--- config.mk ---
export PLATFORM = sky130hd
export DESIGN_NAME = rtu_port_responder
export DESIGN_NICKNAME = d
export VERILOG_FILES = /design/src/rtl/rtu_rsp_pkg.sv /design/src/rtl/rtu_rsp_rule_table.sv /design/src/rtl/rtu_port_responder.sv
export SDC_FILE = /design/constraint.sdc
export NUM_CORES = 1
export LEC_CHECK = 0
export ABC_CLOCK_PERIOD_IN_PS = 43100
export CELL_PAD_IN_SITES_DETAIL_PLACEMENT = 1
export CELL_PAD_IN_SITES_GLOBAL_PLACEMENT = 1
export CORE_ASPECT_RATIO = 0.9
export CORE_MARGIN = 5
export CORE_UTILIZATION = 30
export CTS_BUF_LIST = sky130_fd_sc_hd__clkbuf_2 sky130_fd_sc_hd__clkbuf_4 sky130_fd_sc_hd__clkbuf_8
export CTS_CLUSTER_DIAMETER = 100
export DETAILED_ROUTE_END_ITERATION = 6
export GPL_TIMING_DRIVEN = 0
export PLACE_DENSITY = 0.58
export SLEW_MARGIN = 15
export SYNTH_ARGS = -nofsm -noshare
export SYNTH_HDL_FRONTEND = slang
export SYNTH_SLANG_ARGS = --single-unit
export TNS_END_PERCENT = 30
--- constraint.sdc ---
create_clock -name clk_i -period 43.1 [get_ports clk_i]
set_input_delay 6.465 -clock clk_i [delete_from_list [all_inputs] [get_ports clk_i]]
set_output_delay 6.465 -clock clk_i [all_outputs]
set_load 0.1 [all_outputs]
--- src/rtl/rtu_rsp_pkg.sv ---
// Shared types for the RTU port responder: FSM state, rule entry and latched request.
// Field widths are fixed at the widest supported configuration; instances slice what they need.
package rtu_rsp_pkg;

    localparam int RSP_MAC_BITS      = 48;
    localparam int RSP_VID_BITS      = 12;
    localparam int RSP_PRIO_BITS     = 3;
    localparam int RSP_MASK_BITS_MAX = 32;

    typedef enum logic [1:0] {
        ST_IDLE,
        ST_LOOKUP,
        ST_RESPOND
    } rsp_state_t;

    typedef struct packed {
        logic                         valid;
        logic [RSP_MAC_BITS-1:0]      mac;
        logic [RSP_MASK_BITS_MAX-1:0] mask;
    } rsp_rule_t;

    typedef struct packed {
        logic [RSP_MAC_BITS-1:0]  smac;
        logic [RSP_MAC_BITS-1:0]  dmac;
        logic [RSP_VID_BITS-1:0]  vid;
        logic                     has_vid;
        logic [RSP_PRIO_BITS-1:0] prio;
        logic                     has_prio;
    } rsp_req_t;

    function automatic logic rule_hit(input rsp_rule_t rule, input logic [RSP_MAC_BITS-1:0] dmac);
        return rule.valid && (rule.mac == dmac);
    endfunction

endpackage

--- src/rtl/rtu_rsp_rule_table.sv ---
// Static rule storage: one write port, one combinational indexed read port.
// Reset invalidates every entry so a fresh lookup always floods.
module rtu_rsp_rule_table
    import rtu_rsp_pkg::*;
#(
    parameter int g_num_rules = 8,
    parameter int g_idx_width = 3
) (
    input  logic                   clk_i,
    input  logic                   rst_i,
    input  logic                   we_i,
    input  logic [g_idx_width-1:0] wr_idx_i,
    input  rsp_rule_t              wr_rule_i,
    input  logic [g_idx_width-1:0] rd_idx_i,
    output rsp_rule_t              rd_rule_o
);

    rsp_rule_t rules [g_num_rules];

    always_ff @(posedge clk_i or posedge rst_i) begin
        if (rst_i) begin
            for (int i = 0; i < g_num_rules; i++) begin
                rules[i] <= '0;
            end
        end else if (we_i && (int'(wr_idx_i) < g_num_rules)) begin
            rules[wr_idx_i] <= wr_rule_i;
        end
    end

    assign rd_rule_o = rules[rd_idx_i];

endmodule

--- src/rtl/rtu_port_responder.sv ---
// Per-port RTU responder: latches a request, scans the rule table one entry per cycle,
// then holds a forwarding decision until acknowledged. Define RTU_RSP_STATS_EN for rq_ovf_cnt_o.
module rtu_port_responder
    import rtu_rsp_pkg::*;
#(
    parameter int g_num_rules      = 8,
    parameter int g_mac_addr_width = 48,
    parameter int g_vid_width      = 12,
    parameter int g_prio_width     = 3,
    parameter int g_port_mask_bits = 9,
    parameter int g_port_id        = 0,
    localparam int IDX_W           = (g_num_rules > 1) ? $clog2(g_num_rules) : 1
) (
    input  logic                        clk_i,
    input  logic                        rst_i,
    input  logic                        rq_strobe_p_i,
    input  logic [g_mac_addr_width-1:0] rq_smac_i,
    input  logic [g_mac_addr_width-1:0] rq_dmac_i,
    input  logic [g_vid_width-1:0]      rq_vid_i,
    input  logic                        rq_has_vid_i,
    input  logic [g_prio_width-1:0]     rq_prio_i,
    input  logic                        rq_has_prio_i,
    output logic                        rq_full_o,
`ifdef RTU_RSP_STATS_EN
    output logic [7:0]                  rq_ovf_cnt_o,
`endif
    output logic                        rsp_valid_o,
    output logic [g_port_mask_bits-1:0] rsp_port_mask_o,
    output logic                        rsp_drop_o,
    output logic [g_prio_width-1:0]     rsp_prio_o,
    input  logic                        rsp_ack_i,
    input  logic                        cfg_we_i,
    input  logic [IDX_W-1:0]            cfg_idx_i,
    input  logic [g_mac_addr_width-1:0] cfg_mac_i,
    input  logic [g_port_mask_bits-1:0] cfg_mask_i,
    input  logic                        cfg_valid_i,
    input  logic                        cfg_enable_i,
    input  logic [g_port_mask_bits-1:0] cfg_def_mask_i,
    input  logic [g_prio_width-1:0]     cfg_def_prio_i
);

    localparam int CNT_W = $clog2(g_num_rules + 1);
    localparam logic [CNT_W-1:0] LAST_CNT = CNT_W'(g_num_rules);
    localparam logic [g_port_mask_bits-1:0] HAIRPIN = g_port_mask_bits'(1) << g_port_id;

    rsp_state_t                  state_reg;
    rsp_req_t                    req_reg;
    logic [CNT_W-1:0]            cnt_reg;
    logic                        found_reg;
    logic [g_port_mask_bits-1:0] hit_mask_reg;

    rsp_rule_t                   wr_rule;
    rsp_rule_t                   rd_rule;
    logic [g_port_mask_bits-1:0] sel_mask;
    logic [g_port_mask_bits-1:0] final_mask;
    logic                        final_drop;
    logic [g_prio_width-1:0]     final_prio;

    assign wr_rule.valid = cfg_valid_i;
    assign wr_rule.mac   = RSP_MAC_BITS'(cfg_mac_i);
    assign wr_rule.mask  = RSP_MASK_BITS_MAX'(cfg_mask_i);

    rtu_rsp_rule_table #(
        .g_num_rules (g_num_rules),
        .g_idx_width (IDX_W)
    ) u_rule_table (
        .clk_i     (clk_i),
        .rst_i     (rst_i),
        .we_i      (cfg_we_i),
        .wr_idx_i  (cfg_idx_i),
        .wr_rule_i (wr_rule),
        .rd_idx_i  (cnt_reg[IDX_W-1:0]),
        .rd_rule_o (rd_rule)
    );

    // Default mask and enable are sampled only in the final LOOKUP cycle.
    assign sel_mask   = found_reg ? hit_mask_reg : cfg_def_mask_i;
    assign final_mask = sel_mask & ~HAIRPIN;
    assign final_drop = !cfg_enable_i || (final_mask == '0);
    assign final_prio = req_reg.has_prio ? g_prio_width'(req_reg.prio) : cfg_def_prio_i;

    always_ff @(posedge clk_i or posedge rst_i) begin
        if (rst_i) begin
            state_reg       <= ST_IDLE;
            req_reg         <= '0;
            cnt_reg         <= '0;
            found_reg       <= 1'b0;
            hit_mask_reg    <= '0;
            rq_full_o       <= 1'b0;
            rsp_valid_o     <= 1'b0;
            rsp_port_mask_o <= '0;
            rsp_drop_o      <= 1'b0;
            rsp_prio_o      <= '0;
        end else begin
            case (state_reg)
                ST_IDLE: begin
                    if (rq_strobe_p_i) begin
                        req_reg.smac     <= RSP_MAC_BITS'(rq_smac_i);
                        req_reg.dmac     <= RSP_MAC_BITS'(rq_dmac_i);
                        req_reg.vid      <= RSP_VID_BITS'(rq_vid_i);
                        req_reg.has_vid  <= rq_has_vid_i;
                        req_reg.prio     <= RSP_PRIO_BITS'(rq_prio_i);
                        req_reg.has_prio <= rq_has_prio_i;
                        cnt_reg          <= '0;
                        found_reg        <= 1'b0;
                        hit_mask_reg     <= '0;
                        rq_full_o        <= 1'b1;
                        state_reg        <= ST_LOOKUP;
                    end
                end
                ST_LOOKUP: begin
                    if (cnt_reg == LAST_CNT) begin
                        rsp_valid_o     <= 1'b1;
                        rsp_port_mask_o <= final_drop ? '0 : final_mask;
                        rsp_drop_o      <= final_drop;
                        rsp_prio_o      <= final_prio;
                        state_reg       <= ST_RESPOND;
                    end else begin
                        cnt_reg <= cnt_reg + 1'b1;
                        // First hit wins; later matching rules are ignored.
                        if (!found_reg && rule_hit(rd_rule, req_reg.dmac)) begin
                            found_reg    <= 1'b1;
                            hit_mask_reg <= rd_rule.mask[g_port_mask_bits-1:0];
                        end
                    end
                end
                ST_RESPOND: begin
                    if (rsp_ack_i) begin
                        rsp_valid_o <= 1'b0;
                        rq_full_o   <= 1'b0;
                        state_reg   <= ST_IDLE;
                    end
                end
                default: state_reg <= ST_IDLE;
            endcase
        end
    end

`ifdef RTU_RSP_STATS_EN
    always_ff @(posedge clk_i or posedge rst_i) begin
        if (rst_i) begin
            rq_ovf_cnt_o <= '0;
        end else if (rq_strobe_p_i && rq_full_o && (rq_ovf_cnt_o != 8'hFF)) begin
            rq_ovf_cnt_o <= rq_ovf_cnt_o + 8'd1;
        end
    end
`endif

endmodule

After elaboration in Yosys (flattened, before gate mapping)
Cells that the tools add are included.

Register bits after elaboration: 731. Logic and storage cells: 98. Bits of input ports: 192. Output and inout bits: 15.

Magnitude comparators: 3. Mux-type cells: 29. Reductions and logical operators: 18. $add $sub $neg: 1. Bitwise logic cells: 2. Eq/ne operators: 9.

Operator list (count): $bwmux 648 (1); $bmux 81 s3 (1); $demux 81 s3 (1); $mux 81 (3); $eq 48x48->1 (1); $mux 9 (5); $pmux 9 s2 (1); $reduce_and 3->1 (4); $ne 2x2->1 const B (5); $logic_not 9->1 (1); $ge 4x4->1 const B (2); $mux 4 (2); $not 3->4 (2); $pmux 4 s2 (1); $mux 1 (6); $mux 2 (3); $pmux 1 s2 (3); $pmux 2 s3 (1); $reduce_bool 2->1 (3); $add 4x1->4 const B (1); $eq 4x4->1 const B (1); $lt 4x1->1 const B (1); $reduce_and 2->1 (2); $reduce_and 4->1 (1); 7 further kinds (10).

Depth between registers and ports, before layout
Word-level depth: 10. Mapped depth: 12. Gate-level depth less buffers: 8.

Modules after synthesis
From an unflattened synthesis, not the netlist that was laid out.

Cell total of the unflattened synthesis: 1995. Area, all modules: 33011.7 µm².

Modules (own cells, without submodules): rtu_rsp_rule_table (area each 29030.3 µm², instances 1, cells an instance 1664); rtu_port_responder (area each 3981.3 µm², instances 1, cells an instance 331).

Least setup slack after synthesis
No wires, ideal clock.

Kind: in2reg. Start: in cfg_idx_i[0]. End: reg u_rule_table.rules[406] (netlist bit). Data arrival time: 7967 ps. Setup slack: 35008 ps. Stages on the path: 5. Data required time: 42975 ps. Path through: nand2b_1 nor3b_1 clkbuf_1 clkbuf_1 mux2_2.

Word-level cells in the longest chain between the ends: 6. Elaborated cells on any way between the ends: 7.

RTL lines: start: declaration (line rtu_port_responder.sv:33) `input logic [IDX_W-1:0] cfg_idx_i,`; $not 3->4 (not written as such) (*) (line rtu_rsp_rule_table.sv:26) `rules[wr_idx_i] <= wr_rule_i;`; $ge 4x4->1 (not written as such) / $lt 4x1->1 (equally long branches) (line rtu_rsp_rule_table.sv:26); $logic_and 1x1->1 (not written as such) (line rtu_rsp_rule_table.sv:26); $mux 81 (not written as such) (line rtu_rsp_rule_table.sv:26); $demux 81 s3 (*) (line rtu_rsp_rule_table.sv:26); $bwmux 648 (*) (line rtu_rsp_rule_table.sv:26); end signal: indexed assignment (line rtu_rsp_rule_table.sv:26); end: declaration (line rtu_rsp_rule_table.sv:18) `rsp_rule_t rules [g_num_rules];`.

Mark *: on every way between the ends. The rest lies on a longest branch, timed or not. A chain may end at the register's enable or synchronous reset.

Worst setup path after layout
Start: in cfg_idx_i[0]. End: reg u_rule_table.rules[287] (netlist bit).

Same word-level chain as after synthesis.

==> reports/metrics.yaml <==
routing:
  highest_layer: "met5"
  ant_nets: 0
  drt_iter0_drc: 986
  via_per_inst: 4.99
  vias: 15000
  wl_met1_um: 36000
  drc_errors: 0
  wl_met3_um: 3850
  met2_length_um: 37500
  drt_wl_total_um: 78900
  avgRoutedWirePerCell_um: 26.2
  first_pass_iters: 5
timing:
  tns_ns: 0
  setup_slack_ns: 33.72
  tightest_slew_ns: 1.22
  hold_viol: 0
  holdWs_ns: 0.478
  relSlewSlack_pct: 18.6
  rsz0062_at_grt: "false"
  slew_violations: 0
  fin_skew_ns: 0.0338
  timing.fmax_mhz: 107
  setup_viol: 0
  period_minus_slack_ns: 9.38
  fin_crit_sh_pct: 21.8
die:
  start_util_pct: 30.3
  die_h_um: 279
  rows: 98
  die_w_um: 309
  core_area_um2: 79600
  io_pins: 207
  die-area_um2: 86200
synth:
  ys_top_cells_by_count: "dfrtp_1 (537), mux2_2 (470), nand2_1 (224), mux4_2 (100), mux2i_1 (65)"
  synth-simple-area-share_pct: 4.84
  netlist_instances: 1645
  synth_cell_types: 39
  synth_top_family_by_area: "multiplexers"
  yosysSeqAreaShare_pct: 55.7
  synth_flop_cell: "dfrtp_1"
  synthTopCellsByArea: "dfrtp_1 (56%), mux2_2 (22%), mux4_2 (9.3%)"
  synth-edff-count: 0
  synthArstFlopShare_pct: 100
  yosysMostFrequentCell: "dfrtp_1"
  synthesis.area_um2: 24100
  ys_seq_elements: 537
  synth_nets: 1839
  synth_adder_area_share_pct: 0.104
  synth_area_leader_cell: "dfrtp_1"
  syn_area_per_cell_um2: 14.7
  synth_top_area_share_pct: 55.7
  yosys_warnings: 0
  synthXorXnorAreaFrac_pct: 1.82
  yosys-mux-area-fraction_pct: 34.4
  synth_compound_gate_area_share_pct: 0.887
placed_design:
  gp_congestion: 0.805
  dp.final_hpwl_um: 53400
  dp_cells: 2842
  port_buffers: 142
  dp_worst_setup_slack_ns: 33.09
  dpl_cell_area_um2: 27000
pwr:
  powerDensity_nw_per_um2: 65.1
  vdd_ir_drop_max_uv: 33.8
  leakagePower_uw: 0.0123
clock_network:
  clkLatencyLatePin_ns: 0.70
  cts.hold.buffers_added: 0
  cts-root-buf: "clkbuf_8"
  clk_pin_slew_ns: 0.06
  cts_made_buffers: 96
  cts_resized: 0
  cts_tree: "done"
  htree_levels: 3
  clock_sinks: 537
  postCtsSetupRepairBufs: 0
  clock_path_buffers: 3
final_layout:
  area_growth_pct: 20.5
  final_cells: 3015
  final_area_um2: 29100
  drive_gt1_share_pct: 40.1
  nNetsFinal: 2084
  largest_register_ffs: 456
worst_setup_path:
  critPathKind: "input port to register"
  startpoint_type: "input port"
  path_max_fanout: 10
  worst_setup_path_end_kind: "register"
  r2r_setup_slack_ns: 38.64
  required_ns: 43.65
  cp_data_arrival_time_ns: 9.93
grt:
  grt_pass1_wl_um: 116000
  antenna_found_initial: 6
  grt_pass1_vias: 16700
  grt.total_usage_pct: 18.4
  grt_max_degree: 112
  grt_overflow: 0
hold_path:
  min_path_type: "register to register"
outcome:
  status: "completed"
run:
  maxCapViolations: 0
==> final cells by class <==
class                   instances  area, um^2
diodes                          2        5.00
well taps                    1050        1310
clock inverters                12        97.6
plain buffers                  99         518
fillers                      8243       50500
inverters                       7        33.8
multi-input cells            1002       10100
clock buffers                 159        1950
repair buffers                147        1560
flip-flops and latches        537       13400
==> worst max-delay path: stages <==
cell and delay, ns:
clkdlybuf4s50_1 0.59, nand2b_1 0.27, nor3b_1 0.44, clkbuf_1 0.90, clkbuf_1 0.83, mux2_2 0.41
==> final timing paths <==
check,from,to,depth (start not counted)
worst max-delay path,cfg_idx_i[0],u_rule_table.rules[287],6
worst min-delay path,req_reg[3],req_reg[3],2
worst max register to register,cnt_reg[1],hit_mask_reg[3],10
worst min register to register,req_reg[3],req_reg[3],2
max in group asynchronous,rst_i,u_rule_table.rules[61],5
min in group asynchronous,rst_i,u_rule_table.rules[6],2
==> cells by family after synthesis <==
logic type	after synthesis
buffers and inverters	106
AOI/OAI and AO/OA	33
xor gates and xnor gates	50
muxes	639
DFF	537
other	1
and+or+nand+nor	277
adders and majority gates	2
==> metal layers <==
layer	global-route usage (%)	up-vias
li1	-	6431
met1	25.7	8146
met2	29.8	335
met3	3.71	116
met4	4.08	4
met5	0	-
==> power breakdown <==
part	total, uW	internal [uW]	leakage, uW	switching, uW
combinational	684	301	0.00470	383
sequential	702	630	0.00649	72.1
clock	506	290	0.00110	216
==> through the flow <==
stage          power (uW)  utilization (%)
6_report             1890             36.5
4_1_cts              1910             36.5
3_5_place_dp         1400             33.9
5_1_grt              1990             36.5
2_1_floorplan        1150                -
3_3_place_gp         1380             33.8
==> cell usage in the layout (no fill, tap or decap), drive strengths merged, types with 3 or more instances in the layout <==
cell / Yosys / layout
nand2: 224 / 224
nand4b: 3 / 3
clkinv: 2 / 10
xnor2: 34 / 34
mux2i: 65 / 65
mux4: 104 / 104
nor4: 16 / 16
clkbuf: 55 / 214
a221oi: 5 / 5
nand4: 4 / 4
dfrtp: 537 / 537
nor2: 9 / 9
buf: 44 / 49
o21ai: 15 / 15
nor3: 4 / 4
xor2: 16 / 16
mux2: 470 / 470
o2bb2ai: 3 / 3
inv: 5 / 7
nand3: 6 / 6
nor2b: 5 / 5
clkdlybuf4s50: 0 / 142
a21oi: 4 / 4
Power figures use the tool's default switching activity.
